===== src/rtl/arp_rx_parser_pkg.sv =====
// ARP receive parser shared definitions: protocol constants, FSM encoding,
// captured-field payload and the byte-offset-to-field placement helper.
package arp_rx_parser_pkg;

  localparam int unsigned BYTE_CNT_W = 6;
  localparam int unsigned ARP_LEN    = 28;
  localparam int unsigned CNT_SAT    = 32;

  localparam logic [15:0] HTYPE_ETH  = 16'h0001;
  localparam logic [15:0] PTYPE_IPV4 = 16'h0800;
  localparam logic [7:0]  HLEN_ETH   = 8'd6;
  localparam logic [7:0]  PLEN_IPV4  = 8'd4;
  localparam logic [15:0] OPER_REQ   = 16'h0001;
  localparam logic [15:0] OPER_REP   = 16'h0002;

  typedef enum logic [1:0] {
    ST_IDLE   = 2'd0,
    ST_GATHER = 2'd1,
    ST_HOLD   = 2'd2
  } arp_state_e;

  typedef struct packed {
    logic [15:0] htype;
    logic [15:0] ptype;
    logic [7:0]  hlen;
    logic [7:0]  plen;
    logic [15:0] oper;
    logic [47:0] sha;
    logic [31:0] spa;
    logic [31:0] tpa;
  } arp_fields_t;

  // Place one payload byte into the field it belongs to; THA and padding are dropped.
  function automatic arp_fields_t put_byte(input arp_fields_t f,
                                           input logic [BYTE_CNT_W-1:0] off,
                                           input logic [7:0] b);
    arp_fields_t r;
    r = f;
    case (off)
      6'd0:  r.htype[15:8] = b;
      6'd1:  r.htype[7:0]  = b;
      6'd2:  r.ptype[15:8] = b;
      6'd3:  r.ptype[7:0]  = b;
      6'd4:  r.hlen        = b;
      6'd5:  r.plen        = b;
      6'd6:  r.oper[15:8]  = b;
      6'd7:  r.oper[7:0]   = b;
      6'd8:  r.sha[47:40]  = b;
      6'd9:  r.sha[39:32]  = b;
      6'd10: r.sha[31:24]  = b;
      6'd11: r.sha[23:16]  = b;
      6'd12: r.sha[15:8]   = b;
      6'd13: r.sha[7:0]    = b;
      6'd14: r.spa[31:24]  = b;
      6'd15: r.spa[23:16]  = b;
      6'd16: r.spa[15:8]   = b;
      6'd17: r.spa[7:0]    = b;
      6'd24: r.tpa[31:24]  = b;
      6'd25: r.tpa[23:16]  = b;
      6'd26: r.tpa[15:8]   = b;
      6'd27: r.tpa[7:0]    = b;
      default: ;
    endcase
    return r;
  endfunction

endpackage


===== src/rtl/arp_field_capture.sv =====
// Lane-to-offset byte capture for the ARP parser. fields_c_o is the field view
// including the beat accepted this cycle, so a frame-status strobe arriving
// with the last beat sees the complete header.
module arp_field_capture
  import arp_rx_parser_pkg::*;
#(
  parameter int unsigned DATA_BYTES = 1
) (
  input  logic                    clk_i,
  input  logic                    rst_i,
  input  logic                    clr_i,
  input  logic                    beat_acc_i,
  input  logic [8*DATA_BYTES-1:0] data_i,
  input  logic [BYTE_CNT_W-1:0]   cnt_i,
  output arp_fields_t             fields_c_o
);

  arp_fields_t fields_q;

  // Merge every lane of the accepted beat at its wire offset (MSB lane first).
  always_comb begin
    fields_c_o = fields_q;
    if (beat_acc_i) begin
      for (int unsigned l = 0; l < DATA_BYTES; l++) begin
        fields_c_o = put_byte(fields_c_o, cnt_i + BYTE_CNT_W'(l),
                              data_i[8*(DATA_BYTES-1-l) +: 8]);
      end
    end
  end

  // Field latches, wiped whenever the parser returns to IDLE.
  always_ff @(posedge clk_i or posedge rst_i) begin
    if (rst_i) begin
      fields_q <= '0;
    end else if (clr_i) begin
      fields_q <= '0;
    end else begin
      fields_q <= fields_c_o;
    end
  end

endmodule


===== src/rtl/arp_rx_parser.sv =====
// ARP receive parser: gathers one ARP payload per frame, validates it against
// the local IPv4 address on the frame-status strobe and offers one event.
// Optional build macro: ARP_RX_STATS_EN adds saturating request/reply/drop counters.
module arp_rx_parser
  import arp_rx_parser_pkg::*;
#(
  parameter int unsigned DATA_BYTES = 1,
  parameter int unsigned CNT_W      = 16
) (
  input  logic                    i_sys_clk,
  input  logic                    i_rst,
  input  logic [31:0]             i_cfg_local_ip,
  input  logic                    i_rx_valid,
  input  logic [8*DATA_BYTES-1:0] i_rx_data,
  output logic                    o_rx_ready,
  input  logic                    i_bad_packet_en,
  input  logic                    i_bad_packet,
  output logic                    o_evt_valid,
  input  logic                    i_evt_ready,
  output logic                    o_evt_need_reply,
  output logic                    o_evt_gratuitous,
  output logic [31:0]             o_evt_ip,
  output logic [47:0]             o_evt_mac,
  output logic                    o_busy
`ifdef ARP_RX_STATS_EN
  ,
  output logic [CNT_W-1:0]        o_cnt_req,
  output logic [CNT_W-1:0]        o_cnt_rep,
  output logic [CNT_W-1:0]        o_cnt_drop
`endif
);

  if (!(DATA_BYTES == 1 || DATA_BYTES == 2 || DATA_BYTES == 4) || CNT_W == 0) begin : g_param_check
    $error("arp_rx_parser: DATA_BYTES must be 1, 2 or 4 and CNT_W nonzero");
  end

  arp_state_e              state_q;
  logic [BYTE_CNT_W-1:0]   cnt_q, cnt_d;
  logic [BYTE_CNT_W:0]     cnt_sum;
  logic                    beat_acc, frame_ok, to_hold, drop, handshake, clr;
  arp_fields_t             fields_c;

  arp_field_capture #(.DATA_BYTES(DATA_BYTES)) u_capture (
    .clk_i      (i_sys_clk),
    .rst_i      (i_rst),
    .clr_i      (clr),
    .beat_acc_i (beat_acc),
    .data_i     (i_rx_data),
    .cnt_i      (cnt_q),
    .fields_c_o (fields_c)
  );

  // Byte count, frame verdict and FSM transition conditions for this cycle.
  always_comb begin
    beat_acc = i_rx_valid && o_rx_ready;
    cnt_sum  = (BYTE_CNT_W+1)'(cnt_q) + (BYTE_CNT_W+1)'(DATA_BYTES);
    cnt_d    = cnt_q;
    if (beat_acc) begin
      cnt_d = (cnt_sum >= (BYTE_CNT_W+1)'(CNT_SAT)) ? BYTE_CNT_W'(CNT_SAT)
                                                    : BYTE_CNT_W'(cnt_sum);
    end
    frame_ok  = (cnt_d >= BYTE_CNT_W'(ARP_LEN)) &&
                (fields_c.htype == HTYPE_ETH) && (fields_c.ptype == PTYPE_IPV4) &&
                (fields_c.hlen == HLEN_ETH) && (fields_c.plen == PLEN_IPV4) &&
                ((fields_c.oper == OPER_REQ) || (fields_c.oper == OPER_REP)) &&
                (fields_c.tpa == i_cfg_local_ip);
    to_hold   = (state_q == ST_GATHER) && i_bad_packet_en && !i_bad_packet && frame_ok;
    drop      = (state_q == ST_GATHER) && i_bad_packet_en && (i_bad_packet || !frame_ok);
    handshake = (state_q == ST_HOLD) && o_evt_valid && i_evt_ready;
    clr       = drop || handshake;
  end

  // Parser FSM with registered handshake, status and event payload outputs.
  always_ff @(posedge i_sys_clk or posedge i_rst) begin
    if (i_rst) begin
      state_q          <= ST_IDLE;
      cnt_q            <= '0;
      o_rx_ready       <= 1'b1;
      o_busy           <= 1'b0;
      o_evt_valid      <= 1'b0;
      o_evt_need_reply <= 1'b0;
      o_evt_gratuitous <= 1'b0;
      o_evt_ip         <= '0;
      o_evt_mac        <= '0;
    end else begin
      cnt_q <= clr ? '0 : cnt_d;
      case (state_q)
        ST_IDLE: begin
          if (beat_acc) begin
            state_q <= ST_GATHER;
            o_busy  <= 1'b1;
          end
        end
        ST_GATHER: begin
          if (to_hold) begin
            state_q          <= ST_HOLD;
            o_rx_ready       <= 1'b0;
            o_evt_valid      <= 1'b1;
            o_evt_need_reply <= (fields_c.oper == OPER_REQ);
            o_evt_gratuitous <= (fields_c.spa == fields_c.tpa);
            o_evt_ip         <= fields_c.spa;
            o_evt_mac        <= fields_c.sha;
          end else if (drop) begin
            state_q <= ST_IDLE;
            o_busy  <= 1'b0;
          end
        end
        ST_HOLD: begin
          if (handshake) begin
            state_q          <= ST_IDLE;
            o_rx_ready       <= 1'b1;
            o_busy           <= 1'b0;
            o_evt_valid      <= 1'b0;
            o_evt_need_reply <= 1'b0;
            o_evt_gratuitous <= 1'b0;
            o_evt_ip         <= '0;
            o_evt_mac        <= '0;
          end
        end
        default: begin
          state_q    <= ST_IDLE;
          o_rx_ready <= 1'b1;
          o_busy     <= 1'b0;
        end
      endcase
    end
  end

`ifdef ARP_RX_STATS_EN
  // Saturating per-frame statistics.
  always_ff @(posedge i_sys_clk or posedge i_rst) begin
    if (i_rst) begin
      o_cnt_req  <= '0;
      o_cnt_rep  <= '0;
      o_cnt_drop <= '0;
    end else begin
      if (to_hold && (fields_c.oper == OPER_REQ) && (o_cnt_req != '1))
        o_cnt_req <= o_cnt_req + CNT_W'(1);
      if (to_hold && (fields_c.oper == OPER_REP) && (o_cnt_rep != '1))
        o_cnt_rep <= o_cnt_rep + CNT_W'(1);
      if (drop && (o_cnt_drop != '1))
        o_cnt_drop <= o_cnt_drop + CNT_W'(1);
    end
  end
`endif

endmodule


===== config.mk =====
export PLATFORM = sky130hd
export DESIGN_NAME = arp_rx_parser
export DESIGN_NICKNAME = d
export VERILOG_FILES = /design/src/rtl/arp_rx_parser_pkg.sv /design/src/rtl/arp_field_capture.sv /design/src/rtl/arp_rx_parser.sv
export SDC_FILE = /design/constraint.sdc
export NUM_CORES = 1
export LEC_CHECK = 0
export CORE_MARGIN = 3
export CORE_UTILIZATION = 45
export CTS_CLUSTER_SIZE = 14
export DETAILED_ROUTE_END_ITERATION = 12
export PLACE_DENSITY = 0.67
export SYNTH_ARGS = -nofsm -noshare
export SYNTH_HDL_FRONTEND = slang
export SYNTH_SLANG_ARGS = --single-unit

===== constraint.sdc =====
create_clock -name i_sys_clk -period 11.5 [get_ports i_sys_clk]
set_clock_uncertainty 0.2 [all_clocks]
set_input_delay 1.725 -clock i_sys_clk [delete_from_list [all_inputs] [get_ports i_sys_clk]]
set_output_delay 1.725 -clock i_sys_clk [all_outputs]
set_load 0.01 [all_outputs]

Word-level counts from Yosys, hierarchy flattened
Cells that the tools add are included.
Storage, ports and cells
  bits in registers: 269
  input bits: 46
Cells by class
  $add $sub $neg: 1
  order comparisons: 2
  equality and inequality tests: 37
  muxes and demuxes: 52
  bitwise gates (word level): 1
  reductions and logical operators: 25
Operators by type and width (number)
  $mux W176: 2
  $mux W8: 22
  $mux W48: 2
  $pmux W48 S2: 1
  $eq A32 B32 Y1: 2
  $mux W32: 2
  $pmux W32 S2: 1
  $eq A6 B4 Y1 const B: 8
  $eq A6 B5 Y1 const B: 6
  $eq A16 B1 Y1 const B: 2
  $eq A6 B3 Y1 const B: 4
  $mux W6: 3
  $eq A16 B12 Y1 const B: 1
  $eq A16 B2 Y1 const B: 1
  $eq A8 B3 Y1 const B: 2
  $logic_and A1 B1 Y1: 13
  $eq A6 B2 Y1 const B: 2
  $ne A2 B2 Y1 const B: 5
  $mux W1: 9
  $reduce_and A3 Y1: 3
  $mux W2: 4
  $add A6 B1 Y7 const B: 1
  $ge A7 B6 Y1 const B: 1
  $eq A6 B1 Y1 const B: 1
  other kinds (14): 20

Depth between registers and ports, before layout
  depth in word-level cells: 17
  mapped depth: 15
  gate-level depth less buffers: 10

Hierarchy
A second synthesis with hierarchy kept.
Unflattened totals
  cell total of the unflattened synthesis: 1370
  area, all modules: 15300.9 um^2
By module, submodules not included
  arp_field_capture: instances 1, cells an instance 830, area each 10134.7 um^2, seq. area each 4404.2 um^2
  arp_rx_parser: instances 1, cells an instance 540, area each 5166.2 um^2, seq. area each 2328.5 um^2

Least setup slack after synthesis
No wires, ideal clock.
  kind: input -> register
  from: input port i_rx_valid
  to: register o_evt_ip[31]
  library setup time: 0.135 ns
  arrival: 4.134 ns
  slack: 7.031 ns
  stages on the path: 12
  path buffers: 4
  cell sequence: buf_2 nand3_1 clkbuf_1 nor2_4 mux2i_1 or4_1 nor4_1 and4_1 nand3b_1 buf_4 buf_6 mux2i_1
Between the ends
  word-level cells in the longest chain between the ends: 12
RTL lines
  start: declaration: line arp_rx_parser.sv:13  | input logic i_rx_valid,
  $logic_and A1 B1 Y1 *: line arp_rx_parser.sv:55  | beat_acc = i_rx_valid && o_rx_ready;
  $mux W6 or $mux W176 (tied branches): line arp_rx_parser.sv:58, arp_field_capture.sv:23
  $ge A6 B5 Y1 or $eq A16 B1 Y1 (tied branches): line arp_rx_parser.sv:62, arp_rx_parser.sv:63
  $logic_and A1 B1 Y1: line arp_rx_parser.sv:62  | frame_ok = (cnt_d >= BYTE_CNT_W'(ARP_LEN)) &&
  $logic_and A1 B1 Y1 (2 in series): line arp_rx_parser.sv:63  | (fields_c.htype == HTYPE_ETH) && (fields_c.ptype == PTYPE_IPV4) &&
  $logic_and A1 B1 Y1 (2 in series): line arp_rx_parser.sv:64  | (fields_c.hlen == HLEN_ETH) && (fields_c.plen == PLEN_IPV4) &&
  $logic_and A1 B1 Y1: line arp_rx_parser.sv:65  | ((fields_c.oper == OPER_REQ) || (fields_c.oper == OPER_REP)) &&
  $logic_and A1 B1 Y1: line arp_rx_parser.sv:67  | to_hold = (state_q == ST_GATHER) && i_bad_packet_en && !i_bad_packet && frame_ok;
  $ne A2 B2 Y1 (no source line)
  $reduce_and A3 Y1 (no source line)
  end signal: assignment: line arp_rx_parser.sv:101  | o_evt_ip <= fields_c.spa;
  end: declaration: line arp_rx_parser.sv:22  | output logic [31:0] o_evt_ip,
Every way passes the cells marked *; elsewhere a longest branch is shown, timed or not. The select of a mux whose other input is x is not followed.
A chain may end at the register's enable or synchronous reset.

Final worst setup path
  from: input port i_rx_valid
  to: register u_capture.fields_q[29] (netlist bit)
Between the ends
  word-level cells in the longest chain between the ends: 14
RTL lines
  $logic_and A1 B1 Y1 *: line arp_rx_parser.sv:55
  $mux W6 or $mux W176 (tied branches): line arp_rx_parser.sv:58, arp_field_capture.sv:23
  $ge A6 B5 Y1 or $eq A16 B1 Y1 (tied branches): line arp_rx_parser.sv:62, arp_rx_parser.sv:63
  $logic_and A1 B1 Y1: line arp_rx_parser.sv:62
  $logic_and A1 B1 Y1 (2 in series): line arp_rx_parser.sv:63
  $logic_and A1 B1 Y1 (2 in series): line arp_rx_parser.sv:64
  $logic_and A1 B1 Y1: line arp_rx_parser.sv:65
  $logic_not A1 Y1: line arp_rx_parser.sv:68  | drop = (state_q == ST_GATHER) && i_bad_packet_en && (i_bad_packet || !frame_ok);
  $logic_or A1 B1 Y1: line arp_rx_parser.sv:68
  $logic_and A1 B1 Y1: line arp_rx_parser.sv:68
  $logic_or A1 B1 Y1: line arp_rx_parser.sv:70  | clr = drop || handshake;
  $mux W176 *: line arp_field_capture.sv:35  | end else if (clr_i) begin
  end signal: assignment: line arp_field_capture.sv:38  | fields_q <= fields_c_o;
  end: declaration: line arp_field_capture.sv:18  | arp_fields_t fields_q;
Every way passes the cells marked *; elsewhere a longest branch is shown, timed or not.

==> metrics <==
top_reg_cell synth dfrtp_1; RR Endpoint u_capture.fields_q[29]; post-route ant nets 0; Final Hold Vio Count 0; CTS tree yes; Largest stage delay, worst path 0.84 ns; H-tree level count 1; Syn Inst Count 1489; max cap viols 0; routability cong. 0.925; die width 183 microns; Detailed Route WL 43.1 mm; hold_buf cts 0; Die Height 183 microns; setup repair bufs after CTS 0; total grt overflow 0; Port Buffers 130; setup tns final 0 ns; LEAKAGE 7.79 nW; Critical Path End Type flip-flop; DP Wirelength 27.3 mm; # fillers 2752; Worst setup SP type input pin; Routed wire per std cell 22.0 microns; Ys Warns 0; Worst VDD drop 120 uV; IO Count 131; Inst Count DP 1907; Yosys cell types 70; run status completed; sequential share of the synthesized area 47.9%; final non-filler cell total 1962; commonest cells in the netlist dfrtp_1 (268), nor3_1 (180), mux2i_1 (163); vias per cell 6.08; worst path bufs/invs 3; Multi-input gate area 0.00676 sq mm; First-pass DRT Iterations 7; area of the core 0.0307 sq mm; sequential cell area 0.00673 sq mm; worst-path cell chain clkdlybuf4s50_1 -> and3_1 -> nand2_1 -> mux2i_1 -> xor2_1 -> nand4_1 -> nor4_1 -> a21oi_4 -> buf_4 -> buf_4 -> a211oi_1; Crit path top cell by count buf_4; worst hold margin 0.324 ns; Area after DPL 0.0155 sq mm; post-CTS sizing 0; drt drc 0; Reg2Reg Depth 12; post-synth top area share 47.7%; arrival time at the worst endpoint 6.29 ns; Critical-path top delay cell nor4_1; via count 11900; reg2reg setup slack 6.42 ns; critical path's top delay family simple AND/OR/NAND/NOR gates; antenna violations before repair 1; top cells by area, synth dfrtp_1 (48%), mux2i_1 (12%), nor3_1 (6.4%); HP Start o_evt_ip[3]; Starting Density 45.9%; Finish-stage setup viols 0; DIE AREA 0.0334 sq mm; RSZ-0062 raised after global routing false; vias in the first global route 11800; Final Power 0.00200 W; Worst Hold End o_evt_ip[3]; Mean Syn Cell Area 9.45 sq um; P&R area growth vs syn 17.4%; worst hold stages 2; nets@finish 1592; TritonCTS Buffers 29; Worst Max-Slew Pin Slew 1.07 ns; ys async rst share 100%; FF-to-FF Start cnt_q[1]; Core Rows 64; crit path max fanout 56; Clock Path Buffers 3; minimum clock period 6.03 ns; worst path required time 11.76 ns; first-pass GRT wire length 68.2 mm; most frequent cell after synthesis dfrtp_1; initial drt markers 1265; pin count of the biggest net entering global routing 111; final number of max-transition violations 0; Max Fclk 166 MHz; PD cells 121 mW/mm^2; number of synthesized flops with an enable pin 0; Worst slew margin 28.6%; Final Instance Area 0.0165 sq mm; Post-Syn Area 0.0141 sq mm; share of layout cells above drive strength 1 6.65%; leading area contributor after synthesis dfrtp_1; clk sinks 269; clock latency on the worst-skew pair 0.56 ns; root buffer cell clkbuf_16; Tcrit/Tclk final 52.4%; Reg clk slew, reported paths 0.06 ns; syn_nets 1539; crit path kind input pin to flip-flop; Tightest Hold Check Type flip-flop to flip-flop; Global Route Usage Sum 25.5%; post-synthesis register bit count 269
-- tightest hold or removal path, cell delays in order, from the launching register on --
cell and delay [ns]:
dfrtp_1 0.37, nand2_1 0.06, mux2i_1 0.06
-- where the power goes --
group	internal, W	switching (W)
Clock	0.000569	0.000400
Sequential	0.000946	0
Combinational	0.0000237	0.0000568
-- sequential cells by signal, summed over array words and instances, names as in the netlist --
signal / count
o_evt_gratuitous: 1
u_capture.fields_q: 176
o_evt_valid: 1
cnt_q: 6
o_evt_mac: 48
o_evt_need_reply: 1
o_evt_ip: 32
state_q: 2
o_busy: 1
o_rx_ready: 1
-- placed cells by master, fill, tap and decap left out, types with 5 or more instances in the layout --
cell	instances
o21ai_0	26
o211ai_1	12
nor4_1	21
clkdlybuf4s50_1	129
nor3_1	180
a22o_1	11
mux2i_1	163
clkinv_2	6
a211oi_1	23
o221ai_1	6
or2_2	9
a21oi_1	123
nand2b_1	5
xnor2_1	24
xor2_1	30
o22ai_1	14
clkbuf_16	29
and2_1	12
buf_4	22
nand2_1	129
dfrtp_1	268
or4_1	7
and3_1	21
inv_1	15
clkbuf_8	9
a22oi_1	10
nor2b_1	7
nand4_1	14
nand3_1	29
nor2_1	119
-- per-stage QoR --
stage / util, % / setup WS [ns]
after CTS: 53.9 / 5.58
final: 53.9 / 5.47
after global routing: 53.9 / 5.24
after global placement: 50.6 / 5.15
after detailed placement: 50.6 / 5.02
after floorplan: - / 2.17
-- final cells by class --
class                           instances  area share [%]
Antenna cell                            1          0.0151
Timing Repair Buffer                  152            8.85
Tap cell                              396            3.00
Sequential cell                       269            40.7
Inverter                               17           0.432
Multi-Input combinational cell       1073            40.9
Clock inverter                         13           0.863
Clock buffer                           41            5.21
-- how the worst max path moves through the flow --
stage	endpoint	slack (ns)	depth (start not counted)	startpoint
2_1_floorplan	cnt_q[0]	2.17	1	i_rst
6_report	u_capture.fields_q[29]	5.47	11	i_rx_valid
4_1_cts	u_capture.fields_q[29]	5.58	11	i_rx_valid
3_5_place_dp	u_capture.fields_q[29]	5.02	11	i_rx_valid
5_1_grt	u_capture.fields_q[15]	5.24	11	i_rx_valid
3_3_place_gp	u_capture.fields_q[7]	5.15	11	i_rx_valid
-- metal layers --
metal  track usage (%)  vias up  part of all wire (%)
met2              40.5      459                    46
met5                 0        -                     0
met3              4.05      120                   6.6
met1              35.4     5913                    43
met4              9.80        0                   4.3
li1                  -     5435                     -
-- cell families after synthesis --
logic type | after synthesis | synth area share [%]
mux | 166 | 11.8
compound gates | 266 | 11.8
fa+ha+maj | 4 | 0.356
flops | 269 | 47.9
xor+xnor | 54 | 3.36
simple gates | 583 | 20.4
buf+inv | 147 | 4.40
No activity file was read; power rests on OpenSTA's default activity.
